<file path="src/rtl/seq_approx_divider_pkg.sv">
// Shared types and elaboration helpers for the sequential approximate divider.
// Holds the FSM state encoding, the step-counter width helper and parameter checks.
package seq_approx_divider_pkg;

  typedef enum logic [1:0] {
    IDLE,
    BUSY,
    DONE
  } state_t;

  function automatic int count_width(input int d_w, input int unroll);
    return $clog2(d_w / unroll + 1);
  endfunction

  function automatic bit params_legal(input int d_w, input int approx_cols, input int unroll);
    return (d_w >= 2) && (approx_cols >= 0) && (approx_cols <= d_w) &&
           ((unroll == 1) || (unroll == 2) || (unroll == 4)) && ((d_w % unroll) == 0);
  endfunction

endpackage

</file>
<file path="src/rtl/seq_approx_divider_row.sv">
// One restoring-division step: ripple-borrow subtract of the divisor from the window,
// with the low APPROX_COLS columns optionally swapped for the approximate cell.
module div_row #(
  parameter int D_W         = 8,
  parameter int APPROX_COLS = 4
) (
  input  logic           extra,
  input  logic [D_W-1:0] window,
  input  logic [D_W-1:0] d,
  input  logic           approx_en,
  output logic           qb,
  output logic [D_W-1:0] r
);

  logic [D_W-1:0] diff;
  logic           borrow;

  // The approximate cell ignores the divisor bit and only toggles the borrow chain.
  always_comb begin
    diff   = '0;
    borrow = 1'b0;
    for (int j = 0; j < D_W; j++) begin
      if (approx_en && (j < APPROX_COLS)) begin
        diff[j] = window[j] & ~borrow;
        borrow  = ~borrow;
      end else begin
        diff[j] = window[j] ^ d[j] ^ borrow;
        borrow  = (~window[j] & d[j]) | (~(window[j] ^ d[j]) & borrow);
      end
    end
    qb = extra | ~borrow;
    r  = qb ? diff : window;
  end

endmodule

</file>
<file path="src/rtl/seq_approx_divider.sv">
// Iterative restoring divider (2*D_W by D_W) resolving UNROLL quotient bits per cycle,
// with a valid/ready handshake on both the operand and result sides.
module seq_approx_divider
  import seq_approx_divider_pkg::*;
#(
  parameter int D_W         = 8,
  parameter int APPROX_COLS = 4,
  parameter int UNROLL      = 1
) (
  input  logic             clk,
  input  logic             rst_n,
  input  logic             in_valid,
  output logic             in_ready,
  input  logic [2*D_W-1:0] n,
  input  logic [D_W-1:0]   d,
  input  logic             approx_en,
  output logic             out_valid,
  input  logic             out_ready,
  output logic [D_W-1:0]   q,
  output logic [D_W-1:0]   r,
  output logic             div_zero,
  output logic             ovf
);

  localparam int STEPS = D_W / UNROLL;
  localparam int CW    = count_width(D_W, UNROLL);

  if (!params_legal(D_W, APPROX_COLS, UNROLL)) begin : g_bad_params
    $error("seq_approx_divider: illegal D_W/APPROX_COLS/UNROLL combination");
  end

  state_t         state;
  logic [CW-1:0]  count;
  logic [D_W:0]   a_reg;
  logic [D_W-1:0] nd_reg;
  logic [D_W-1:0] d_reg;
  logic           approx_reg;
  logic [D_W-1:0] q_work;
  logic           dz_pend;
  logic           ovf_pend;
  logic [UNROLL-1:0] qbits;
  logic [D_W-1:0] q_next;

  // Row k feeds row k+1 with its remainder plus the next dividend bit; row 0 is the MSB step.
  for (genvar k = 0; k < UNROLL; k++) begin : g_row
    logic [D_W:0]   a_in;
    logic [D_W:0]   a_nxt;
    logic           qb;
    logic [D_W-1:0] rem;

    if (k == 0) begin : g_first
      assign a_in = a_reg;
    end else begin : g_chain
      assign a_in = g_row[k-1].a_nxt;
    end

    div_row #(
      .D_W        (D_W),
      .APPROX_COLS(APPROX_COLS)
    ) u_row (
      .extra    (a_in[D_W]),
      .window   (a_in[D_W-1:0]),
      .d        (d_reg),
      .approx_en(approx_reg),
      .qb       (qb),
      .r        (rem)
    );

    assign a_nxt             = {rem, nd_reg[D_W-1-k]};
    assign qbits[UNROLL-1-k] = qb;
  end

  assign q_next = (q_work << UNROLL) | D_W'(qbits);

  always_ff @(posedge clk or negedge rst_n) begin
    if (!rst_n) begin
      state      <= IDLE;
      count      <= '0;
      a_reg      <= '0;
      nd_reg     <= '0;
      d_reg      <= '0;
      approx_reg <= 1'b0;
      q_work     <= '0;
      dz_pend    <= 1'b0;
      ovf_pend   <= 1'b0;
      in_ready   <= 1'b1;
      out_valid  <= 1'b0;
      q          <= '0;
      r          <= '0;
      div_zero   <= 1'b0;
      ovf        <= 1'b0;
    end else begin
      case (state)
        IDLE: begin
          if (in_valid) begin
            a_reg      <= n[2*D_W-1:D_W-1];
            nd_reg     <= {n[D_W-2:0], 1'b0};
            d_reg      <= d;
            approx_reg <= approx_en;
            dz_pend    <= (d == '0);
            ovf_pend   <= (n[2*D_W-1:D_W] >= d);
            q_work     <= '0;
            count      <= CW'(STEPS);
            in_ready   <= 1'b0;
            state      <= BUSY;
          end
        end
        BUSY: begin
          a_reg  <= g_row[UNROLL-1].a_nxt;
          nd_reg <= nd_reg << UNROLL;
          q_work <= q_next;
          count  <= count - CW'(1);
          if (count == CW'(1)) begin
            q         <= q_next;
            r         <= g_row[UNROLL-1].rem;
            div_zero  <= dz_pend;
            ovf       <= ovf_pend;
            out_valid <= 1'b1;
            state     <= DONE;
          end
        end
        DONE: begin
          if (out_ready) begin
            out_valid <= 1'b0;
            in_ready  <= 1'b1;
            state     <= IDLE;
          end
        end
        default: state <= IDLE;
      endcase
    end
  end

endmodule

</file>
<file path="config.mk">
export PLATFORM = sky130hd
export DESIGN_NAME = seq_approx_divider
export DESIGN_NICKNAME = d
export VERILOG_FILES = /design/src/rtl/seq_approx_divider_pkg.sv /design/src/rtl/seq_approx_divider_row.sv /design/src/rtl/seq_approx_divider.sv
export SDC_FILE = /design/constraint.sdc
export NUM_CORES = 1
export LEC_CHECK = 0
export CAP_MARGIN = 20
export CORE_MARGIN = 4
export CORE_UTILIZATION = 57
export DETAILED_ROUTE_END_ITERATION = 8
export PLACE_DENSITY = 0.91
export SYNTH_ARGS = -nofsm -noshare
export SYNTH_HDL_FRONTEND = slang
export SYNTH_HIERARCHICAL = 1
export SYNTH_SLANG_ARGS = --single-unit
</file>
<file path="constraint.sdc">
create_clock -name clk -period 8.66 [get_ports clk]
set_input_delay 1.732 -clock clk [delete_from_list [all_inputs] [get_ports clk]]
set_output_delay 1.732 -clock clk [all_outputs]
set_load 0.05 [all_outputs]
</file>
==> flow_summary_export.csv <==
group,metric,value,unit
finish,areaGrowthSynthToFinish,24.09,%
sta,timing.final.ws_setup,3.376,ns
critical_path,crit_buf_inv,2,
clock_network,postCtsSetupBuffers,0,
pwr,power_frac_comb,51.8,%
flow_run,cap_violations,0,
sta,rsz0062_at_grt,"no",
finish,antennaDiodeCount,0,
synth,synthMuxAreaShare,6.894,%
synth,yosys.area_share.adder,9.447,%
sta,worst_pin_slew,0.7246,ns
pwr,power_frac_seq,33.3,%
finish,design_area,3649,um^2
finish,final_nets,382,
synth,yosysSeqAreaShare,51.11,%
synth,ys.flop_type,"dfrtp_1",
global_route,grt_antenna_before_repair,0,
critical_path,startpoint_type,"flip-flop",
synth,synth_xor_area_share,0,%
clock_network,cts_root_buffer,"clkbuf_8",
routing,wl_per_cell,15.75,um
floorplanning,ios,49,
pwr,switching_share,45.50,%
routing,wirelength,6.409,mm
floorplanning,coreArea,4848,um^2
finish,largest_reg_flops,9,
routing,wl_met2,3.305,mm
synth,postSynthRegisterBits,60,
place,place_congestion,0.8384,
finish,layout-drive-gt1-share,14.71,%
critical_path,cp_slowest_cell,"fa_1",
global_route,grt_pass1_wl,10.83,mm
routing,ant_nets,0,
clock_network,clk_latency,0.35,ns
sta,finalSetupTns,0,ns
pwr,ir_drop,0.0002086,V
global_route,grt_use_total,22.67,%
synth,yosys.cell_types.count,39,
sta,fin_crit_sh,61.01,%
routing,wl_met1,2.553,mm
synth,synth_top_family_by_area,"simple AND/OR/NAND/NOR gates",
place,pre_cts_slack,3.434,ns
pwr,p_int,827.4,uW
routing,drcViolationCount,0,
critical_path,worst_ep_required_time,8.94,ns
sta,max_slew_margin,51.70,%
floorplanning,fp.dieH,79.82,um
sta,clock-skew-final,0.008352,ns
place,placed_area,3470,um^2
clock_network,cts-htree-levels,3,
critical_path,cp_max_fo,13,
critical_path,crit_arrival,5.57,ns
clock_network,cts_tree,"built",
place,port_buffers,48,
floorplanning,num_rows,25,
sta,clock.fmax,189.3,MHz
floorplanning,start_util,60.65,%
synth,synth_edf_count,0,
critical_path,critPathCaptureType,"flip-flop",
global_route,grt_pass1_vias,2365,
routing,highest_layer,"met4",
clock_network,cts_buffer_depth,2,
sta,finalSetupViolCount,0,
critical_path,cp_slowest_stage_delay,0.41,ns
synth,yosys.area_share.simple,16.47,%
routing,dr_wl_met3,433,um
critical_path,cp_cell_sequence,"inv_1 > ha_1 > or2_2 > fa_1 > and2b_2 > fa_1 > or2_2 > fa_1 > and2b_2 > fa_1 > fa_1 > fa_1 > fa_1 > nor2b_4 > inv_2 > nand2b_1 > o21ai_0 > a22oi_1 > nand2_1",
routing,firstDrtPassIters,4,
clock_network,cts_buffers,9,
floorplanning,die_w,79.82,um
critical_path,worstSetupPathType,"reg2reg",
sta,hold_viol,0,
routing,drtIter0Drc,150,
sta,hold-worst-slack,0.4744,ns
synth,postSynthAreaPerCell,10.35,um^2
synth,synth_compound_area_share,10.98,%
pwr,power_switching,690.8,uW
clock_network,hold_buffers,0,
global_route,grt_max_degree,61,
clock_network,clkSinkCount,60,
pwr,cellLeakagePower,1.709,nW
outcome,status,"finished clean",
synth,synthArstFlopShare,100.0,%
sta,period_needed,5.284,ns
place,hpwl,4.435,mm
synth,syn_nets,331,
synth,yosysWarnings,6,
pwr,clockPowerShare,14.9,%
floorplanning,dieArea,6371,um^2
clock_network,clk_pin_slew,0.07,ns
critical_path,path_common_cell,"fa_1",
synth,syn-cell-area,2940,um^2
critical_path,path_delay_family,"adder cells",
routing,vias_per_cell,5.484,
global_route,overflow,0,
sta,drv_slew,0,
worst_hold_path,hp-class,"reg2reg",
synth,synthCells,284,
routing,vias,2232,
pwr,power.density,416.1,nW/um^2
clock_network,cts_resized,0,
[final cells by class]
type                            count  area (um^2)
Clock buffer                       11        141.4
Sequential cell                    60         1503
Tap cell                           67        83.83
Multi-Input combinational cell    190         1295
Timing Repair Buffer               52        505.5
Inverter                           22        82.58
Clock inverter                      5        37.54
Fill cell                         324         1200
[worst min-delay path, delay by kind of cell (launching register included)]
kind,cells,cell delay [ns]
AND/OR/NAND/NOR,2,0.11
flip-flops,1,0.34
[placed cells by master, fill, tap and decap left out, types with 9 or more instances in the layout]
master           synthesis  routed
o21ai_0                 16      16
nand2_1                 66      66
nand3_1                 12      12
clkbuf_8                 0      10
ha_1                    11      11
mux2_1                   9       9
inv_1                   21      21
dfrtp_1                 59      59
a22oi_1                 15      15
clkdlybuf4s50_1          0      47
mux2_2                   9       9
[worst paths after layout]
kind	start	endpoint	slack, ns	depth (start not counted)
max in group asynchronous	rst_n	state[1]$_DFFE_PN0P_	6.65	2
worst min-delay path	dz_pend$_DFFE_PN0P_	dz_pend$_DFFE_PN0P_	0.47	2
min in group asynchronous	rst_n	nd_reg[4]$_DFFE_PN0P_	1.51	2
worst max-delay path	a_reg[0]$_DFFE_PN0P_	a_reg[3]$_DFFE_PN0P_	3.38	19
worst min register to register	dz_pend$_DFFE_PN0P_	dz_pend$_DFFE_PN0P_	0.47	2
worst max register to register	a_reg[0]$_DFFE_PN0P_	a_reg[3]$_DFFE_PN0P_	3.38	19
[metal layers]
metal  global-route usage (%)  up-vias
li1                         -     1056
met3                    6.433       10
met1                    27.88     1091
met4                    9.966        0
met5                        0        -
met2                    37.23       75
[kinds of logic (layout without fill, tap and decap cells)]
| group | count (synthesis) | count (layout) |
|---|---|---|
| flops | 60 | 60 |
| simple gates | 105 | 105 |
| compound gates | 49 | 49 |
| buf+inv | 34 | 90 |
| mux | 18 | 18 |
| fa+ha+maj | 18 | 18 |
[power by group through the flow]
stage | Clock (mW) | Combinational [mW] | Sequential, mW
final | 0.226 | 0.786 | 0.506
after CTS | 0.229 | 0.789 | 0.506
after global routing | 0.245 | 0.860 | 0.522
after global placement | 0 | 0.741 | 0.503
after floorplan | 0 | 0.435 | 0.628
after detailed placement | 0 | 0.777 | 0.510
[through the flow]
| step | utilization, % | instances | power, mW |
|---|---|---|---|
| global placement | 71.56 | 391 | 1.243 |
| global route | 75.25 | 407 | 1.627 |
| detailed placement | 71.56 | 391 | 1.287 |
| finish | 75.25 | 407 | 1.518 |
| floorplan | - | 284 | 1.063 |
| CTS | 75.25 | 407 | 1.524 |
[synth_stat cells (all sizes together) (2+ instances only)]
library cell  count  area (um^2)
fa                7        140.1
nor2b             2        20.02
a22oi            15        112.6
or3               2        12.51
buf               7        48.79
or2               2        12.51
clkbuf            5        18.77
ha               11        137.6
nor3              2        10.01
nor4              2        12.51
o21ai            18        97.60
nand2            67        259.0
inv              22        82.58
mux2             18        202.7
dfrtp            59         1476
nor3b             2        20.02
nand3            12        60.06
nor2             10        47.54
and2b             2        17.52
a211oi            3        22.52
a21oi             9        60.05
Note: power is estimated with default switching activity, not from simulation.
==> variant 1 (same flow settings) <==
`D_W` is set to 8 in 2 places; all go to 6.
--- a/src/rtl/seq_approx_divider_row.sv
+++ b/src/rtl/seq_approx_divider_row.sv
@@ -1,7 +1,7 @@
 // One restoring-division step: ripple-borrow subtract of the divisor from the window,
 // with the low APPROX_COLS columns optionally swapped for the approximate cell.
 module div_row #(
-  parameter int D_W         = 8,
+  parameter int D_W         = 6,
   parameter int APPROX_COLS = 4
 ) (
   input  logic           extra,
--- a/src/rtl/seq_approx_divider.sv
+++ b/src/rtl/seq_approx_divider.sv
@@ -3,7 +3,7 @@
 module seq_approx_divider
   import seq_approx_divider_pkg::*;
 #(
-  parameter int D_W         = 8,
+  parameter int D_W         = 6,
   parameter int APPROX_COLS = 4,
   parameter int UNROLL      = 1
 ) (
Ports: changed (resized d, n, q and r); port bits go from 49 to 39. The function was not compared with the original's and may differ.
==> variant 1 against the original RTL <==
  * Global-route usage down 1.3 points
  * Sequential share of layout area is 0.18 points lower
  * Worst setup slack better by 0.97 ns
  * Clock power is 36% lower
  * Area after synthesis fell by 19%
  * Sequential cell count shrank 13
  * Total power is 24% lower
  * Largest power group unchanged
  * Wire length decreased by 21%
  * Final area shrank 21%
==> variant 1: results (changes against the original RTL) <==
metric;value;unit;change
p_leak;1.33;nW;-22%
synthAdderAreaFrac;0.0896;;-0.00485
path_max_fanout;7;;-6
syn-num-nets;268;;-19%
synth_ff_type;dfrtp_1;;
grt_use_total;0.214;;-0.0132
cp.arrival;4.54;ns;-1.03 ns
viasPerCell;5.56;;+1.4%
synth_compound_area_frac;0.114;;+0.00460
drive_gt1_frac;0.133;;-0.0137
wl;5.05;mm;-21%
hold_start;out_valid;;
fillers;271;;-16%
synth_area_leaders;dfrtp_1 48%, nand2_1 7.7%, mux2_4 5.1%;;
synth-warning-count;6;;unchanged
tightest_slew;0.973;ns;+0.248 ns
htree_num_levels;2;;-1
portBuffers;38;;-21%
clock_skew;0.00505;ns;-0.00331 ns
hp-class;flip-flop to flip-flop;;
cts_inserted_buffers;5;;-4
drtIter0Drc;167;;+11%
dp_hpwl;3.47;mm;-22%
crit_start;d_reg[0];;
grt_pass1_wl;8.59;mm;-21%
hold_viol_final;0;;unchanged
final_nets;306;;-20%
worstSkewPairLatency;0.30;ns;-0.05 ns
clkTransAtPathRegs;0.08;ns;
cpMaxStageDelayCell;dfrtp_1;;
grt_max_degree;48;;-21%
cts_resized;0;;unchanged
synth_cell_types;38;;-2.6%
grt_pass1_vias;1756;;-26%
largest_reg_flops;7;;-2
muxShareOfSynthArea;0.0791;;+0.0101
status;completed;;
cts_setup_buffers;0;;unchanged
ys_seq_area_frac;0.496;;-0.0150
vdd_drop_max;0.000211;V;+1.3%
synth_commonest_cells;49 x nand2_1, 46 x dfrtp_1, 16 x inv_1, 16 x nor2_1, 11 x a31oi_1;;
gp_congestion;0.809;;-3.5%
==> variant 1: logic make-up after synthesis <==
group / after synthesis
flops: 47
buf+inv: 27
fa+ha+maj: 14
compound gates: 45
simple gates: 84
mux: 14
==> variant 1: power by group <==
part / leakage, nW / internal, mW / switching (mW)
registers: 0.557 / 0.323 / 0.0727
clock network: 0.0515 / 0.0729 / 0.0723
logic: 0.726 / 0.247 / 0.368
total: 1.33 / 0.643 / 0.513
==> variant 1: cell type report <==
class	count	area share
flip-flops and latches	47	0.410
well taps	50	0.0218
inverters	17	0.0222
repair buffers	41	0.143
multi-input cells	157	0.368
clock buffers	8	0.0349
==> variant 1: through the flow <==
step / instances / area (um^2) / utilization / setup slack [ns] / power (mW)
after floorplan: 231 / 2370 / - / 4.66 / 0.840
after global placement: 311 / 2750 / 0.688 / 4.58 / 0.966
after detailed placement: 311 / 2750 / 0.688 / 4.42 / 1.00
after CTS: 319 / 2850 / 0.713 / 4.36 / 1.16
after global routing: 320 / 2870 / 0.718 / 4.20 / 1.24
final: 320 / 2870 / 0.718 / 4.35 / 1.16
==> variant 1: final timing paths <==
path | slack, ns | endpoint | depth (start not counted)
max in group asynchronous | 6.94 | approx_reg | 2
setup reg to reg | 4.35 | a_reg[2] | 15
hold / removal | 0.49 | out_valid | 1
hold reg to reg | 0.49 | out_valid | 1
setup / recovery | 4.35 | a_reg[2] | 15
min in group asynchronous | 1.26 | count[2] | 1
==> variant 1: per-layer routing <==
layer  GRT usage  vias to the layer above  wire length [um]
li1            -                      844                 -
met1       0.287                      881              2260
met2       0.340                       42              2500
met3      0.0499                       12               179
met4      0.0779                        0               114
met5           0                        -                 0
==> variant 2 (config.mk and constraints unchanged) <==
Made on the original files. Put one more register stage on the output `ovf`, with the module's reset. The value now appears one clock later. The other outputs are not delayed to match.
--- a/src/rtl/seq_approx_divider.sv
+++ b/src/rtl/seq_approx_divider.sv
@@ -24,6 +24,8 @@
 
   localparam int STEPS = D_W / UNROLL;
   localparam int CW    = count_width(D_W, UNROLL);
+
+  logic ovf_s0;
 
   if (!params_legal(D_W, APPROX_COLS, UNROLL)) begin : g_bad_params
     $error("seq_approx_divider: illegal D_W/APPROX_COLS/UNROLL combination");
@@ -88,7 +90,7 @@
       q          <= '0;
       r          <= '0;
       div_zero   <= 1'b0;
-      ovf        <= 1'b0;
+      ovf_s0     <= 1'b0;
     end else begin
       case (state)
         IDLE: begin
@@ -114,7 +116,7 @@
             q         <= q_next;
             r         <= g_row[UNROLL-1].rem;
             div_zero  <= dz_pend;
-            ovf       <= ovf_pend;
+            ovf_s0    <= ovf_pend;
             out_valid <= 1'b1;
             state     <= DONE;
           end
@@ -131,5 +133,13 @@
     end
   end
 
+  always_ff @(posedge clk or negedge rst_n) begin
+    if (!rst_n) begin
+      ovf <= '0;
+    end else begin
+      ovf <= ovf_s0;
+    end
+  end
+
 endmodule
 
Behaviour: not the same (a bounded check fails within 10 cycles, from zero or initial values and one cycle with rst_n low).
==> variant 2 against the original RTL <==
  * Synthesized cell count is 0.35% higher
  * Area after synthesis is 2.4% higher
  * Wire length is 2.4% higher
  * Total power is 3.9% higher
  * Final area is 2.9% higher
  * Final cell count is 0.74% higher
  * Worst setup slack worse by 0.015 ns
  * Sequential cell count is 1 higher
  * Critical path type unchanged
==> variant 2: results (changes against the original RTL) <==
metric;value;unit;change
wl_per_cell;16.0;um;+1.7%
grt_max_degree;62;;+1.6%
grt_pass1_wl;11.4;mm;+5.3%
cp.arrival;5.58;ns;about the same
synth_cell_types;38;;-2.6%
period_share;0.612;;+0.00174
drtIter0Drc;153;;+2.0%
clock_skew;0.00763;ns;-0.000725 ns
vdd_drop_max;0.000239;V;+14%
dp_hpwl;4.46;mm;+0.52%
synth_commonest_cells;64 x nand2_1, 60 x dfrtp_1, 25 x o21ai_0;;
drive_gt1_frac;0.171;;+0.0235
gp_congestion;0.794;;-5.2%
htree_num_levels;3;;unchanged
grt_use_total;0.234;;+0.00679
tightest_slew;0.733;ns;+0.00892 ns
viasPerCell;5.49;;+0.16%
final_nets;382;;unchanged
r2r_slack;3.36;ns;-0.02 ns
p_leak;1.78;nW;+3.9%
status;completed;;
pre_cts_ws;3.46;ns;+0.0261 ns
synth_area_leaders;dfrtp_1 50%, nand2_1 8.0%, fa_1 4.7%;;
largest_reg_flops;9;;unchanged
async_reset_ff_frac;1.00;;unchanged
syn-num-nets;332;;+0.30%
grt_pass1_vias;2422;;+2.4%
ys_seq_area_frac;0.507;;-0.00358
==> variant 2: kinds of logic after synthesis <==
logic type,count (synthesis),share of synthesized area
flops,61,0.507
mux,18,0.0786
simple gates,97,0.152
compound gates,57,0.120
buf+inv,34,0.0503
fa+ha+maj,18,0.0923
==> variant 2: how the worst min path moves through the flow <==
stage | start | endpoint | slack, ns | cells past startpoint
2_1_floorplan | ovf_s0 | ovf | 0.35 | 0
3_3_place_gp | ovf_s0 | ovf | 0.36 | 0
3_5_place_dp | ovf_s0 | ovf | 0.37 | 0
4_1_cts | ovf_s0 | ovf | 0.38 | 0
5_1_grt | ovf_s0 | ovf | 0.39 | 0
6_report | ovf_s0 | ovf | 0.38 | 0
==> variant 2: per-layer routing <==
| metal | global-route usage | vias to the layer above | part of all wire |
|---|---|---|---|
| met5 | 0 | - | 0 |
| met4 | 0.122 | 0 | 0.030 |
| met3 | 0.0639 | 17 | 0.055 |
| met2 | 0.374 | 65 | 0.51 |
| met1 | 0.288 | 1114 | 0.40 |
| li1 | - | 1056 | - |
==> variant 2: critical path, stage by stage (launching register included) <==
cell	delay, ns
dfrtp_1	0.39
inv_1	0.07
ha_1	0.17
or2_2	0.30
fa_1	0.38
and2b_2	0.22
fa_1	0.39
or2_2	0.29
fa_1	0.36
and2b_2	0.21
fa_1	0.38
fa_1	0.39
fa_1	0.40
fa_1	0.36
nor2b_4	0.15
inv_2	0.24
nand2b_1	0.11
o21ai_0	0.23
a22oi_1	0.13
nand2_1	0.07
==> variant 2: final cells by class <==
| type | instances | area [um^2] |
|---|---|---|
| clock buffers | 12 | 155 |
| clock inverters | 4 | 70.1 |
| fillers | 343 | 1350 |
| inverters | 22 | 82.6 |
| multi-input cells | 190 | 1330 |
| flip-flops and latches | 61 | 1530 |
| well taps | 70 | 87.6 |
| repair buffers | 51 | 498 |
==> variant 2: where the power goes <==
part           total [mW]  internal (mW)  switching [mW]
clock               0.286          0.177           0.109
sequential          0.510          0.415          0.0953
combinational       0.781          0.318           0.463
==> variant 2: through the flow <==
step	utilization	cells	instance area [um^2]	hold WS [ns]	power (mW)
after floorplan	-	285	3010	0.354	1.08
after global placement	0.691	394	3530	0.362	1.24
after detailed placement	0.691	394	3530	0.369	1.28
after CTS	0.735	410	3750	0.383	1.59
after global routing	0.735	410	3750	0.393	1.69
final	0.735	410	3750	0.384	1.58
